File: src/rtl/trace_pkg.sv
// rtl/trace_pkg.sv - shared types and width helpers for the commit trace unit
package trace_pkg;

    typedef enum logic [2:0] {
        ST_IDLE    = 3'd0,
        ST_RUN     = 3'd1,
        ST_DRAIN   = 3'd2,
        ST_DONE    = 3'd3,
        ST_TIMEOUT = 3'd4
    } trace_state_e;

    function automatic int lane_w(input int commit_width);
        return (commit_width > 1) ? $clog2(commit_width) : 1;
    endfunction

    function automatic int entry_w(input int cyc_w, input int commit_width, input int tag_w);
        return cyc_w + lane_w(commit_width) + tag_w;
    endfunction

endpackage

File: src/rtl/trace_fifo_mp.sv
// rtl/trace_fifo_mp.sv - circular buffer with up to WR_N writes and one read per cycle
module trace_fifo_mp #(
    parameter int WIDTH = 22,
    parameter int DEPTH = 16,
    parameter int WR_N  = 2
) (
    input  logic                       clk,
    input  logic                       rst,
    input  logic [$clog2(DEPTH):0]     wr_num,
    input  logic [WR_N*WIDTH-1:0]      wr_data,
    input  logic                       rd_en,
    output logic                       rd_valid,
    output logic [WIDTH-1:0]           rd_data,
    output logic [$clog2(DEPTH):0]     count
);
    localparam int PTR_W = $clog2(DEPTH);
    localparam int CNT_W = PTR_W + 1;

    logic [WIDTH-1:0] mem [DEPTH];
    logic [PTR_W-1:0] wr_ptr;
    logic [PTR_W-1:0] rd_ptr;
    logic             pop;

    assign pop      = rd_en && (count != '0);
    assign rd_valid = (count != '0);
    assign rd_data  = mem[rd_ptr];

    // wr_num is already limited to the free space by the caller
    always_ff @(posedge clk) begin
        for (int i = 0; i < WR_N; i++) begin
            if (CNT_W'(i) < wr_num) begin
                mem[wr_ptr + PTR_W'(i)] <= wr_data[i*WIDTH +: WIDTH];
            end
        end
    end

    always_ff @(posedge clk) begin
        if (rst) begin
            wr_ptr <= '0;
            rd_ptr <= '0;
            count  <= '0;
        end else begin
            wr_ptr <= wr_ptr + PTR_W'(wr_num);
            if (pop) begin
                rd_ptr <= rd_ptr + 1'b1;
            end
            count <= count + wr_num - CNT_W'(pop);
        end
    end

endmodule

File: src/rtl/commit_trace_unit.sv
// rtl/commit_trace_unit.sv - stamps ROB commits into a trace FIFO and tracks program completion
module commit_trace_unit
    import trace_pkg::*;
#(
    parameter int COMMIT_WIDTH = 2,
    parameter int TAG_W        = 5,
    parameter int PC_W         = 9,
    parameter int DEPTH        = 16,
    parameter int CYC_W        = 16,
    parameter int DRAIN_CYCLES = 50,
    parameter int MAX_CYCLES   = 10000
) (
    input  logic                                          clk,
    input  logic                                          rst,
    input  logic [PC_W-1:0]                               fetch_pc,
    input  logic [COMMIT_WIDTH-1:0]                       commit_valid,
    input  logic [COMMIT_WIDTH*TAG_W-1:0]                 commit_tag,
    output logic                                          trace_valid,
    input  logic                                          trace_ready,
    output logic [entry_w(CYC_W,COMMIT_WIDTH,TAG_W)-1:0]  trace_data,
    output logic                                          done,
    output logic                                          timeout,
    output logic [31:0]                                   commit_count,
    output logic [15:0]                                   drop_count,
    output logic [2:0]                                    state_o
);
    localparam int LANE_W  = lane_w(COMMIT_WIDTH);
    localparam int ENTRY_W = entry_w(CYC_W, COMMIT_WIDTH, TAG_W);
    localparam int FLAT_W  = COMMIT_WIDTH * ENTRY_W;
    localparam int CNT_W   = $clog2(DEPTH) + 1;

    typedef struct packed {
        logic [CYC_W-1:0]  stamp;
        logic [LANE_W-1:0] lane;
        logic [TAG_W-1:0]  tag;
    } trace_entry_t;

    trace_state_e      state;
    logic [31:0]       phase;
    logic [CYC_W-1:0]  stamp;
    logic [PC_W-1:0]   prev_pc;

    logic              recording;
    trace_entry_t      lane_entry;
    logic [FLAT_W-1:0] packed_flat;
    logic [CNT_W-1:0]  count;
    logic [CNT_W-1:0]  free;
    logic [CNT_W-1:0]  n_valid;
    logic [CNT_W-1:0]  written;
    logic [CNT_W-1:0]  dropped;
    logic [32:0]       commit_sum;
    logic [16:0]       drop_sum;

    // Valid lanes are compacted toward slot 0 so the FIFO writes a contiguous run
    always_comb begin
        int n;
        n           = 0;
        recording   = (state == ST_IDLE) || (state == ST_RUN) || (state == ST_DRAIN);
        packed_flat = '0;
        lane_entry  = '0;
        for (int i = 0; i < COMMIT_WIDTH; i++) begin
            if (recording && commit_valid[i]) begin
                lane_entry.stamp = stamp;
                lane_entry.lane  = LANE_W'(i);
                lane_entry.tag   = commit_tag[i*TAG_W +: TAG_W];
                packed_flat      = packed_flat | (FLAT_W'(lane_entry) << (n * ENTRY_W));
                n                = n + 1;
            end
        end
        n_valid    = CNT_W'(n);
        free       = CNT_W'(DEPTH) - count;
        written    = (n_valid < free) ? n_valid : free;
        dropped    = n_valid - written;
        commit_sum = {1'b0, commit_count} + 33'(written);
        drop_sum   = {1'b0, drop_count} + 17'(dropped);
    end

    trace_fifo_mp #(
        .WIDTH (ENTRY_W),
        .DEPTH (DEPTH),
        .WR_N  (COMMIT_WIDTH)
    ) u_fifo (
        .clk      (clk),
        .rst      (rst),
        .wr_num   (written),
        .wr_data  (packed_flat),
        .rd_en    (trace_ready),
        .rd_valid (trace_valid),
        .rd_data  (trace_data),
        .count    (count)
    );

    assign state_o = state;

    always_ff @(posedge clk) begin
        if (rst) begin
            state        <= ST_IDLE;
            phase        <= '0;
            stamp        <= '0;
            prev_pc      <= '0;
            done         <= 1'b0;
            timeout      <= 1'b0;
            commit_count <= '0;
            drop_count   <= '0;
        end else begin
            stamp        <= stamp + 1'b1;
            prev_pc      <= fetch_pc;
            commit_count <= commit_sum[32] ? 32'hFFFF_FFFF : commit_sum[31:0];
            drop_count   <= drop_sum[16] ? 16'hFFFF : drop_sum[15:0];
            phase        <= phase + 1'b1;
            case (state)
                ST_IDLE: begin
                    if (fetch_pc != '0) begin
                        state <= ST_RUN;
                        phase <= '0;
                    end else if (phase == 32'(MAX_CYCLES - 1)) begin
                        state   <= ST_TIMEOUT;
                        phase   <= '0;
                        timeout <= 1'b1;
                    end
                end
                ST_RUN: begin
                    if (fetch_pc == '0 && prev_pc != '0) begin
                        state <= ST_DRAIN;
                        phase <= '0;
                    end else if (phase == 32'(MAX_CYCLES - 1)) begin
                        state   <= ST_TIMEOUT;
                        phase   <= '0;
                        timeout <= 1'b1;
                    end
                end
                ST_DRAIN: begin
                    if (phase == 32'(DRAIN_CYCLES - 1)) begin
                        state <= ST_DONE;
                        phase <= '0;
                        done  <= 1'b1;
                    end
                end
                default: begin
                    phase <= phase;
                end
            endcase
        end
    end

endmodule

File: config.mk
export PLATFORM = sky130hd
export DESIGN_NAME = commit_trace_unit
export DESIGN_NICKNAME = d
export VERILOG_FILES = /design/src/rtl/trace_pkg.sv /design/src/rtl/trace_fifo_mp.sv /design/src/rtl/commit_trace_unit.sv
export SDC_FILE = /design/constraint.sdc
export NUM_CORES = 1
export LEC_CHECK = 0
export BUFFER_PORTS_ARGS = -buffer_cell sky130_fd_sc_hd__buf_2
export CAP_MARGIN = 20
export CELL_PAD_IN_SITES_DETAIL_PLACEMENT = 0
export CELL_PAD_IN_SITES_GLOBAL_PLACEMENT = 1
export CORE_MARGIN = 5
export CORE_UTILIZATION = 50
export CTS_CLUSTER_DIAMETER = 30
export CTS_CLUSTER_SIZE = 40
export DETAILED_ROUTE_END_ITERATION = 10
export PLACE_DENSITY_LB_ADDON = 0.1
export SLEW_MARGIN = 20
export SYNTH_ARGS = -nofsm -noshare
export SYNTH_HDL_FRONTEND = slang
export SYNTH_SLANG_ARGS = --single-unit
File: constraint.sdc
create_clock -name clk -period 8.38 [get_ports clk]
set_input_delay 1.257 -clock clk [delete_from_list [all_inputs] [get_ports clk]]
set_output_delay 1.257 -clock clk [all_outputs]
set_load 0.02 [all_outputs]
# Yosys cells after proc, flatten, opt, wreduce, memory -nomap -nowiden
# Memory sizes are Yosys's and may differ from the RTL's. A register that Yosys moved wholly into a read port is not among the register bits.
# Index checks and enable logic that the tools add are counted.
classes:
  muxes: 27
  reduce_logical: 16
  multipliers: 1
  n_div: 0
  shift: 1
  addsub: 12
  bitwise_logic: 1
  order_cmp: 3
  eq_ne: 7
ops:
  columns: ["operator", "n"]
  rows:
  - ["$mux 32", 5]
  - ["$pmux 32 s3", 1]
  - ["$mux 44", 1]
  - ["$or 22x44->44", 1]
  - ["$shl 22x32->44", 1]
  - ["$add 32x5->33", 1]
  - ["$add 32x1->32 const B", 1]
  - ["$eq 32x14->1 const B", 1]
  - ["$eq 32x6->1 const B", 1]
  - ["$mul 32x5->31 const B", 1]
  - ["$mux 22", 1]
  - ["$reduce_bool 9->1", 2]
  - ["$add 16x5->17", 1]
  - ["$add 16x1->16 const B", 1]
  - ["$mux 16", 1]
  - ["$mux 3", 4]
  - ["$lt 1x5->1 const A", 2]
  - ["$mux 5", 2]
  - ["$logic_not 9->1", 1]
  - ["$pmux 3 s3", 1]
  - ["$add 4x1->4 const B", 2]
  - ["$mux 1", 8]
  - ["$mux 4", 2]
  - ["$add 5x5->5", 1]
  - ["other kinds (19)", 25]
totals:
  ff_bits: 123
  romBits: 0
  word_cells: 80
  in_bits: 24
  latchBits: 0
  mem_count: 1
  mem_bits_rw: 352
  output_inout_bits: 76
mem_list:
  columns: ["name", "words", "width", "read_ports", "rd_ports_with_merged_regs", "wr", "line", "rtl"]
  rows:
  - ["u_fifo.mem", 16, 22, 1, 1, 2, "trace_fifo_mp.sv:19", "logic [WIDTH-1:0] mem [DEPTH];"]

# Logic depth before layout (Yosys ltp)
# Gate-level depths: netlist of run 1.
logic_depth:
  word_depth: 12
  mapped_depth: 23
  mapped_depth_nobuf: 18

# Cells and area by module
# Synthesis of run 1 repeated with hierarchy kept, for this count alone.
unflattened:
  cells_unflattened: 1864
  hier_area_um2: 24841.3
modules_own_cells:
  columns: ["module", "area_per_inst_um2", "cells_per_inst", "instances", "seq_area_each_um2"]
  rows:
  - ["trace_fifo_mp", 18646.6, 1112, 1, 10910.5]
  - ["commit_trace_unit", 6194.7, 752, 1, 2202.1]

# Worst setup path before layout of run 1
# Ideal clock, no wire load.
synth_path:
  path_kind: "input to register"
  startpoint: "input port commit_valid[0]"
  endpoint: "memory u_fifo.mem[13][0], enable pin"
  path_stages: 10
  setup_slack_ns: 0.928
  setup_time_ns: 0.522
  required_ns: 7.858
  path_buffers: 3
  t_arrival_ns: 6.931
  path_cell_list: "clkbuf_1 and2_1 ha_1 ha_1 a21boi_0 o221a_2 buf_2 buf_2 mux2_2 a2111oi_0"
synth_lines:
  columns: ["item", "line", "rtl"]
  rows:
  - ["start: declaration", "commit_trace_unit.sv:16", "input logic [COMMIT_WIDTH-1:0] commit_valid,"]
  - ["end: declaration", "trace_fifo_mp.sv:19", null]

# Worst setup path after layout of run 1
layout_path:
  startpoint: "register state[0], in the netlist state_o[0]"
  endpoint: "register drop_count[11]"
layout_via:
  elab_chain_len: 12
  word_cells_on_any_way: 15
  classes_between: "3 x add/sub; 1 x order compare; 2 x eq/ne; 4 x mux; 5 x reduce/logical"
layout_lines:
  columns: ["item", "line", "rtl"]
  rows:
  - ["start: declaration", "commit_trace_unit.sv:38", "trace_state_e state;"]
  - ["start signal: assignment", "commit_trace_unit.sv:97", "state <= ST_IDLE;"]
  - ["start signal: assignment", "commit_trace_unit.sv:114", "state <= ST_RUN;"]
  - ["start signal: assignment", "commit_trace_unit.sv:117", "state <= ST_TIMEOUT;"]
  - ["$eq 3x1->1 / $logic_not 3->1 (equally long branches)", "commit_trace_unit.sv:58", "recording = (state == ST_IDLE) || (state == ST_RUN) || (state == ST_DRAIN);"]
  - ["$logic_or 1x1->1", "commit_trace_unit.sv:58", null]
  - ["$logic_or 1x1->1 (*)", "commit_trace_unit.sv:58", null]
  - ["$logic_and 1x1->1", "commit_trace_unit.sv:62", "if (recording && commit_valid[i]) begin"]
  - ["$mux 1", "commit_trace_unit.sv:62", null]
  - ["$add 1x1->2", "commit_trace_unit.sv:67", "n = n + 1;"]
  - ["$mux 5 (*)", "commit_trace_unit.sv:62", null]
  - ["$lt 5x5->1", "commit_trace_unit.sv:72", "written = (n_valid < free) ? n_valid : free;"]
  - ["$mux 5", "commit_trace_unit.sv:72", null]
  - ["$sub 5x5->5 (*)", "commit_trace_unit.sv:73", "dropped = n_valid - written;"]
  - ["$add 16x5->17 (*)", "commit_trace_unit.sv:75", "drop_sum = {1'b0, drop_count} + 17'(dropped);"]
  - ["$mux 16 (*)", "commit_trace_unit.sv:109", "drop_count <= drop_sum[16] ? 16'hFFFF : drop_sum[15:0];"]
  - ["end signal: assignment", "commit_trace_unit.sv:109", null]
  - ["end: declaration", "commit_trace_unit.sv:24", "output logic [15:0] drop_count,"]
# Every way passes the cells marked *; elsewhere a longest branch is shown, timed or not.
# A chain may end at the register's enable or synchronous reset.

==> results.json, run 1 <==
{
  "outcome": "complete, no violations",
  "finalCritPeriodShare_pct": 70.0,
  "skew_ns": 0.0221,
  "final_nets": 1982,
  "maxSlewHeadroom_pct": 30.4,
  "path_delay_family": "adder cells",
  "cts_hold_buf": 0,
  "grt_pass1_vias": 16320,
  "overflow": 0,
  "port_buffers": 99,
  "synth_edf_count": 352,
  "cts_sinks": 479,
  "syn2layout_area_growth_pct": 21.4,
  "cp-end-kind": "register",
  "gp_congestion": 0.786,
  "fillers": 3808,
  "numCtsBuffers": 111,
  "powerDensity_mw_per_mm2": 324,
  "fin_area_mm2": 0.0296,
  "worstHoldPathType": "register to register",
  "ioPinCount": 100,
  "crit_buf_inv": 3,
  "fin_cells": 2642,
  "clk_pin_slew_ns": 0.04,
  "cap_violations": 0,
  "initialDrtViolationCount": 1098,
  "netlist_area_mm2": 0.0244,
  "synthArstFlopShare_pct": 0,
  "setup_viol": 0,
  "synth.avg_cell_area_um2": 13.5,
  "dieWidth_um": 231,
  "dp_cells": 2428,
  "insertion_delay_ns": 0.65,
  "drv_slew": 0,
  "via_per_inst": 6.09,
  "antenna_found_initial": 1,
  "placed_area_mm2": 0.0257,
  "drt-total-wl_um": 65200,
  "hold_viol": 0,
  "rsz0062_at_grt": "false",
  "min_period_ns": 5.86,
  "avgRoutedWirePerCell_um": 24.7,
  "synth_cells": 1814,
  "cp_cell_sequence": "a21oi_1, buf_4, and2_1, ha_1, ha_1, a21boi_0, o221a_2, buf_4, mux2_2, inv_1, fa_1, ha_1, a21o_1, a21o_1, a211o_1, and2_1, a311oi_1",
  "drcViolationCount": 0,
  "dp_hpwl_um": 36500,
  "synthFlopType": "edfxtp_1",
  "yosysWarnings": 0,
  "critPathRequiredTime_ns": 8.92,
  "clock.fmax_mhz": 171,
  "core_area_mm2": 0.0486,
  "synth_most_common_cell": "mux2i_1",
  "cts_tree": "done",
  "grt_first_pass_wirelength_um": 99700,
  "setup_tns_ns": 0,
  "grt_max_degree": 63,
  "fp.dieH_um": 231,
  "rows": 81,
  "vdd_drop_max_uv": 200,
  "cts.htree.levels": 3,
  "via_count": 16100,
  "synth.area.top_cells": "edfxtp_1 (43%), mux2i_1 (15%), dfxtp_1 (10%), mux4_2 (10%), ha_1 (1.7%)",
  "max_stage_delay_ns": 0.52,
  "start_kind": "register",
  "synth_seq_cells": 479,
  "post-cts-setup-buffers": 0,
  "tightest_slew_ns": 1.04,
  "clockBufferDepth": 3,
  "ys_types": 66,
  "p_leak_nw": 10.8,
  "critPathKind": "register to register",
  "synth_top_area_share_pct": 43.3,
  "ys_seq_area_share_pct": 53.7,
  "worstPathArrival_ns": 6.40,
  "crit_path_frequent_cell": "ha_1",
  "drive_gt1_share_pct": 24.4,
  "grt_use_total_pct": 24.4,
  "post_cts_resized": 0,
  "start_util_pct": 50.2,
  "critPathMaxFanout": 24,
  "root_buffer": "clkbuf_16",
  "slowest_stage": "dfxtp_1",
  "synth_top_area_cell": "edfxtp_1",
  "yosys-top-cells-count": "mux2i_1 (358), edfxtp_1 (352), dfxtp_1 (127)",
  "ant_nets": 0,
  "die_area_mm2": 0.0534,
  "dr.pass1.iters": 5
}
==> cells in the final DEF, fill, tap and decap left out, types with 18 or more instances in the layout <==
cell type  instances
a21oi_1           54
and3_1            28
buf_2             98
buf_4             41
bufinv_16         19
clkbuf_1          19
clkbuf_16        115
clkinv_2          24
dfxtp_1          123
edfxtp_1         352
ha_1              33
inv_1             46
mux2_2            18
mux2i_1          342
mux4_2           110
nand2_1           80
nand3_1           40
nand4_1           26
nor2_1            44
nor2b_1           26
nor3_1            48
nor4_1            21
o21ai_0           25
xnor2_1           19
xor2_1            42
==> final timing paths <==
| check | from | end | slack [ns] | cells after the start |
|---|---|---|---|---|
| setup / recovery | state_o[0] | drop_count[11] | 2.52 | 17 |
| hold / removal | timeout | timeout | 0.46 | 2 |
| setup reg to reg | state_o[0] | drop_count[11] | 2.52 | 17 |
| hold reg to reg | timeout | timeout | 0.46 | 2 |
==> final cells by class <==
type	count	area, µm²	share of cell area (%)
timing repair buffer	140	813	2.74
antenna	1	2.50	0.00844
inverter	46	173	0.583
clock inverter	73	943	3.18
tap	622	778	2.63
multi-input combinational	1142	10800	36.4
clock buffer	139	3020	10.2
sequential	479	13100	44.3
==> registers in the layout, summed over array words and instances, names as in the netlist, named ones only <==
signal and flops:
stamp 16, u_fifo.mem 352, u_fifo.rd_ptr 4, u_fifo.wr_ptr 4
commit_count 32, timeout 1, prev_pc 9, phase 32
drop_count 16, done 1, state_o 3, u_fifo.count 5
==> where the power goes <==
part | internal (mW) | switching [mW] | total, mW
registers | 2.88 | 0.158 | 3.04
clock network | 3.12 | 1.38 | 4.50
logic | 0.862 | 1.19 | 2.05
total | 6.86 | 2.73 | 9.59
==> routing by layer <==
layer	up-vias	share of wire (%)	GRT usage [%]
met1	8227	44	34.3
met4	2	2.2	7.32
met2	514	48	39.1
met3	96	6.3	4.33
met5	-	0.011	0
li1	7261	-	-
==> worst reg2reg max path: cells and delay by family, from the launching register on <==
kind                     cells  cell delay [ns]
flip-flops                   1             0.52
buffers and inverters        3             1.10
AND/OR/NAND/NOR              2             0.42
adder cells (fa/ha/maj)      4             1.66
multiplexers                 1             0.51
AO/OA/AOI/OAI                7             1.57
==> cell families (layout without fill, tap and decap cells) <==
logic type	after synthesis	after routing	synth area share, %
and+or+nand+nor	372	372	8.04
xor gates and xnor gates	61	61	2.19
muxes	486	486	25.7
other	2	7	0.0308
DFF	479	479	53.7
AOI/OAI and AO/OA	179	179	4.98
buffers and inverters	197	398	3.31
adders and majority gates	38	38	2.10
==> through the flow <==
step	worst slack [ns]	total power, mW	hold WS (ns)	utilization [%]
after global routing	1.87	9.97	0.482	60.9
after floorplan	0.928	4.45	0.437	-
after CTS	2.46	9.68	0.469	60.9
after detailed placement	1.85	5.15	0.456	52.8
after global placement	2.02	5.12	0.459	52.8
final	2.52	9.59	0.464	60.9
Power figures use the tool's default switching activity.
==> inputs of run 2 (changes only) <==
clock period = 5.8 ns   (was 8.38 ns; I/O delays follow)
==> run 2 against run 1 <==
  * First-iteration DRC count increased by 22%
  * Global-route usage increased by 1.2 points
  * Critical path depth decreased by 2
  * Fmax increased by 17%
  * Critical endpoint unchanged
  * Clock-buffer cell count decreased by 2
  * Via count increased by 1.3%
  * Flip-flop and latch count unchanged
  * Register-to-register slack got worse by 1.7 ns
==> results.json, run 2 (synthesized netlist as in run 1, its figures left out) <==
{
  "outcome": "complete, no violations",
  "dp_hpwl_um": 39900,
  "place_ws_ns": 0.614,
  "dr.pass1.iters": 5,
  "critPathKind": "register to register",
  "setup_tns_ns": 0,
  "cts_sinks": 479,
  "tightest_slew_ns": 0.969,
  "max_stage_delay_ns": 0.59,
  "cts_tree": "done",
  "critPathMaxFanout": 13,
  "cap_violations": 0,
  "drv_slew": 0,
  "p_leak_nw": 10.8,
  "ant_nets": 0,
  "root_buffer": "clkbuf_16",
  "worstPathArrival_ns": 5.52,
  "overflow": 0,
  "slowest_stage": "fa_1",
  "start_kind": "register",
  "avgRoutedWirePerCell_um": 25.8,
  "crit_buf_inv": 2,
  "cp_cell_sequence": "a21oi_2, and2_1, ha_1, ha_1, a21boi_0, o221a_2, mux2_2, inv_1, fa_1, inv_1, fa_1, nor2b_1, o2111ai_1, a211o_1, a311oi_1",
  "grt_pass1_vias": 16784,
  "skew_ns": 0.0287,
  "drcViolationCount": 0,
  "power_mw": 13.8,
  "crit_start": "state_o[0]",
  "largest-register": "u_fifo.mem",
  "finalCritPeriodShare_pct": 86.1,
  "setup_viol": 0,
  "rsz0062_at_grt": "false",
  "via_count": 16306,
  "antenna_found_initial": 2,
  "cp-end-kind": "register",
  "insertion_delay_ns": 0.63,
  "r2r_setup_slack_ns": 0.80,
  "clock.fmax_mhz": 200,
  "dp_cells": 2446,
  "syn2layout_area_growth_pct": 22.0,
  "fin_cells": 2657,
  "top_regs": "u_fifo.mem: 352 flops, commit_count: 32 flops, phase: 32 flops",
  "worstHoldPathType": "register to register",
  "grt_max_degree": 80,
  "port_buffers": 99,
  "path_delay_family": "compound AO/OA/AOI/OAI gates",
  "vdd_drop_max_uv": 317,
  "start_util_pct": 50.2,
  "fillers": 3809,
  "grt_first_pass_wirelength_um": 103000,
  "rows": 81,
  "critPathRequiredTime_ns": 6.33,
  "cts.htree.levels": 3,
  "min_period_ns": 5.00,
  "post-cts-setup-buffers": 0,
  "dieWidth_um": 231,
  "clk_pin_slew_ns": 0.05,
  "r2r_end": "drop_count[11]",
  "powerDensity_mw_per_mm2": 463,
  "numCtsBuffers": 112,
  "initialDrtViolationCount": 1336,
  "core_area_mm2": 0.0486,
  "r2r_cells": 15,
  "largest_register_ffs": 352,
  "gp_congestion": 0.809,
  "final_nets": 2002,
  "maxSlewHeadroom_pct": 34.0,
  "die_area_mm2": 0.0534,
  "post_cts_resized": 0,
  "setup_ws_ns": 0.804,
  "clockBufferDepth": 3,
  "drt-total-wl_um": 68400,
  "reg2reg_from": "state_o[0]",
  "ioPinCount": 100,
  "final_cell_mix": "edfxtp_1 (352), mux2i_1 (342), dfxtp_1 (124)",
  "cts_hold_buf": 0,
  "via_per_inst": 6.14,
  "hold_viol": 0,
  "layout_commonest_cell": "edfxtp_1",
  "cp.depth": 15,
  "drive_gt1_share_pct": 24.7,
  "fp.dieH_um": 231,
  "grt_use_total_pct": 25.5,
  "crit_path_end": "drop_count[11]"
}
[run 2: changes by cell type in the layout (fill, tap and decap cells not counted), sizes merged]
cell      before  now
buf          140  159
bufinv        19   16
clkbuf       139  137
clkinv        39   36
clkinvlp      12   17
inv           49   48
[run 2: final cells by class]
cell class / count / area, µm² / share of cell area (%)
Tap cell: 622 / 778 / 2.61
Clock buffer: 137 / 3030 / 10.2
Timing Repair Buffer: 159 / 1050 / 3.52
Multi-Input combinational cell: 1142 / 10800 / 36.3
Inverter: 46 / 173 / 0.580
Sequential cell: 479 / 13100 / 44.1
Antenna cell: 1 / 2.50 / 0.00840
Clock inverter: 71 / 830 / 2.79
[run 2: worst register-to-register path, delay by kind of cell (launching register included)]
family	cells	cell delay (ns)
AO/OA/AOI/OAI	6	2.04
multiplexers	1	0.34
buffers and inverters	2	0.29
adder cells (fa/ha/maj)	4	1.43
AND/OR/NAND/NOR	2	0.44
flip-flops	1	0.40
[run 2: how the worst min path moves through the flow]
stage	slack, ns	start	endpoint	cells after the start
after floorplan	0.44	stamp[0]	stamp[0]	1
after global placement	0.44	timeout	timeout	2
after detailed placement	0.45	timeout	timeout	2
after CTS	0.45	fetch_pc[3]	prev_pc[3]	2
after global routing	0.47	fetch_pc[3]	prev_pc[3]	2
final	0.45	timeout	timeout	2
[run 2: report_power, final]
part,switching (mW),internal [mW]
clock network,1.96,4.39
logic,1.75,1.29
registers,0.246,4.16
total,3.96,9.84
[run 2: layer usage]
layer,vias to the layer above,global-route usage (%),wire length (µm)
met5,-,0,13
met4,2,8.14,1580
met3,117,5.24,5310
met2,617,41.3,32900
met1,8260,34.9,28700
li1,7310,-,-
[run 2: per-stage QoR]
step / instance area (µm²) / hold WS [ns] / utilization [%]
finish: 29800 / 0.454 / 61.2
global route: 29800 / 0.471 / 61.2
CTS: 29700 / 0.450 / 61.1
detailed placement: 25900 / 0.447 / 53.2
global placement: 25900 / 0.442 / 53.2
floorplan: 24400 / 0.437 / -
==> inputs of run 3 (changes only) <==
ABC_CLOCK_PERIOD_IN_PS = 5800   (was default)
BUFFER_PORTS_ARGS = default   (was -buffer_cell sky130_fd_sc_hd__buf_2)
DONT_BUFFER_PORTS = 1   (was default)
==> run 3 against run 2 <==
  * Core utilization shrank 0.77 points
  * Die area did not move
  * Sequential share of layout area increased by 0.56 points
  * Register-to-register slack got worse by 0.17 ns
  * Combinational power down 8.2%
  * Setup slack worse by 0.17 ns
  * Flip-flop and latch count is the same
==> results.json, run 3 (synthesized netlist as in run 1, its figures left out) <==
{
  "n_antenna_cell": 0,
  "cts_tree": "done",
  "grt_pass1_vias": 16450,
  "crit_buf_inv": 3,
  "cp-end-kind": "register",
  "grt_use_total_pct": 24.8,
  "largest_register_ffs": 352,
  "overflow": 0,
  "start_kind": "register",
  "cts.htree.levels": 3,
  "maxSlewHeadroom_pct": 32.8,
  "vdd_drop_max_uv": 282,
  "largest-register": "u_fifo.mem",
  "clockBufferDepth": 3,
  "ant_nets": 0,
  "critPathMaxFanout": 13,
  "path_delay_family": "compound AO/OA/AOI/OAI gates",
  "slowest_stage": "dfxtp_1",
  "layout_commonest_cell": "edfxtp_1",
  "antenna_found_initial": 1,
  "insertion_delay_ns": 0.67,
  "drive_gt1_share_pct": 21.1,
  "cp_cell_sequence": "a21oi_2, buf_4, and2_1, ha_1, ha_1, a21boi_0, o221a_2, mux2_2, inv_1, fa_1, inv_1, fa_1, nor2b_1, o2111ai_1, a211o_1, nand4b_1, o211a_1",
  "powerDensity_mw_per_mm2": 474,
  "dieWidth_um": 231,
  "fp.dieH_um": 231,
  "numCtsBuffers": 115,
  "post-cts-setup-buffers": 0,
  "rsz0062_at_grt": "false",
  "critPathRequiredTime_ns": 6.41,
  "start_util_pct": 50.2,
  "grt_first_pass_wirelength_um": 101000,
  "rows": 81,
  "place_ws_ns": 0.579,
  "drt-total-wl_um": 66500,
  "final_nets": 1901,
  "outcome": "complete, no violations",
  "setup_ws_ns": 0.638,
  "finalCritPeriodShare_pct": 89.0,
  "utilization_pct": 60.4,
  "root_buffer": "clkbuf_16",
  "drcViolationCount": 0,
  "top_regs": "u_fifo.mem: 352 flops, commit_count: 32 flops, phase: 32 flops",
  "setup_tns_ns": 0,
  "clock.fmax_mhz": 194,
  "fin_area_mm2": 0.0294,
  "drv_slew": 0,
  "min_period_ns": 5.16,
  "clk_pin_slew_ns": 0.05,
  "dp_hpwl_um": 38600,
  "skew_ns": 0.0498,
  "setup_viol": 0,
  "worstHoldPathType": "primary input to register",
  "critPathKind": "register to register",
  "port_buffers": 0,
  "placed_area_mm2": 0.0253,
  "syn2layout_area_growth_pct": 20.4,
  "core_area_mm2": 0.0486,
  "worstPathArrival_ns": 5.77,
  "cap_violations": 0,
  "via_count": 15839,
  "grt_max_degree": 114,
  "ioPinCount": 100,
  "gp_congestion": 0.805,
  "dr.pass1.iters": 5,
  "die_area_mm2": 0.0534,
  "avgRoutedWirePerCell_um": 26.0,
  "final_cell_mix": "edfxtp_1 (352), mux2i_1 (342), dfxtp_1 (124)",
  "hold_viol": 0,
  "via_per_inst": 6.18,
  "timing.hold.ws_ns": 0.286,
  "post_cts_resized": 0,
  "initialDrtViolationCount": 1220,
  "tightest_slew_ns": 0.986,
  "cts_sinks": 479,
  "cts_hold_buf": 0,
  "max_stage_delay_ns": 0.65,
  "p_leak_nw": 10.4
}
-- run 3: layout make-up --
cell class / count / area, µm²
clock buffer: 136 / 2990
clock inverter: 81 / 1100
fill: 3765 / 19200
inverter: 46 / 173
multi-input combinational: 1142 / 10800
sequential: 479 / 13100
tap: 622 / 778
timing repair buffer: 55 / 454
-- run 3: power by group --
| group | internal, mW | switching [mW] |
|---|---|---|
| clock | 4.61 | 2.06 |
| combinational | 1.17 | 1.61 |
| sequential | 4.16 | 0.327 |
| total | 9.94 | 4.00 |
-- run 3: final timing paths --
check	slack [ns]	end	cells after the start	start
min	0.29	phase[17]	1	rst
max	0.64	drop_count[9]	17	state_o[0]
max reg2reg	0.64	drop_count[9]	17	state_o[0]
min reg2reg	0.48	stamp[0]	1	stamp[0]
-- run 3: layer usage --
metal | wire, µm | global-route usage, %
met2 | 32300 | 40.7
met5 | 7 | 0
met3 | 4700 | 5.30
met1 | 27300 | 32.6
met4 | 2180 | 9.45
-- run 3: metrics by stage --
step,power (mW),cells
after global placement,7.32,2343
after floorplan,6.42,1818
after detailed placement,7.35,2343
final,13.9,2561
after CTS,14.1,2560
after global routing,14.5,2561
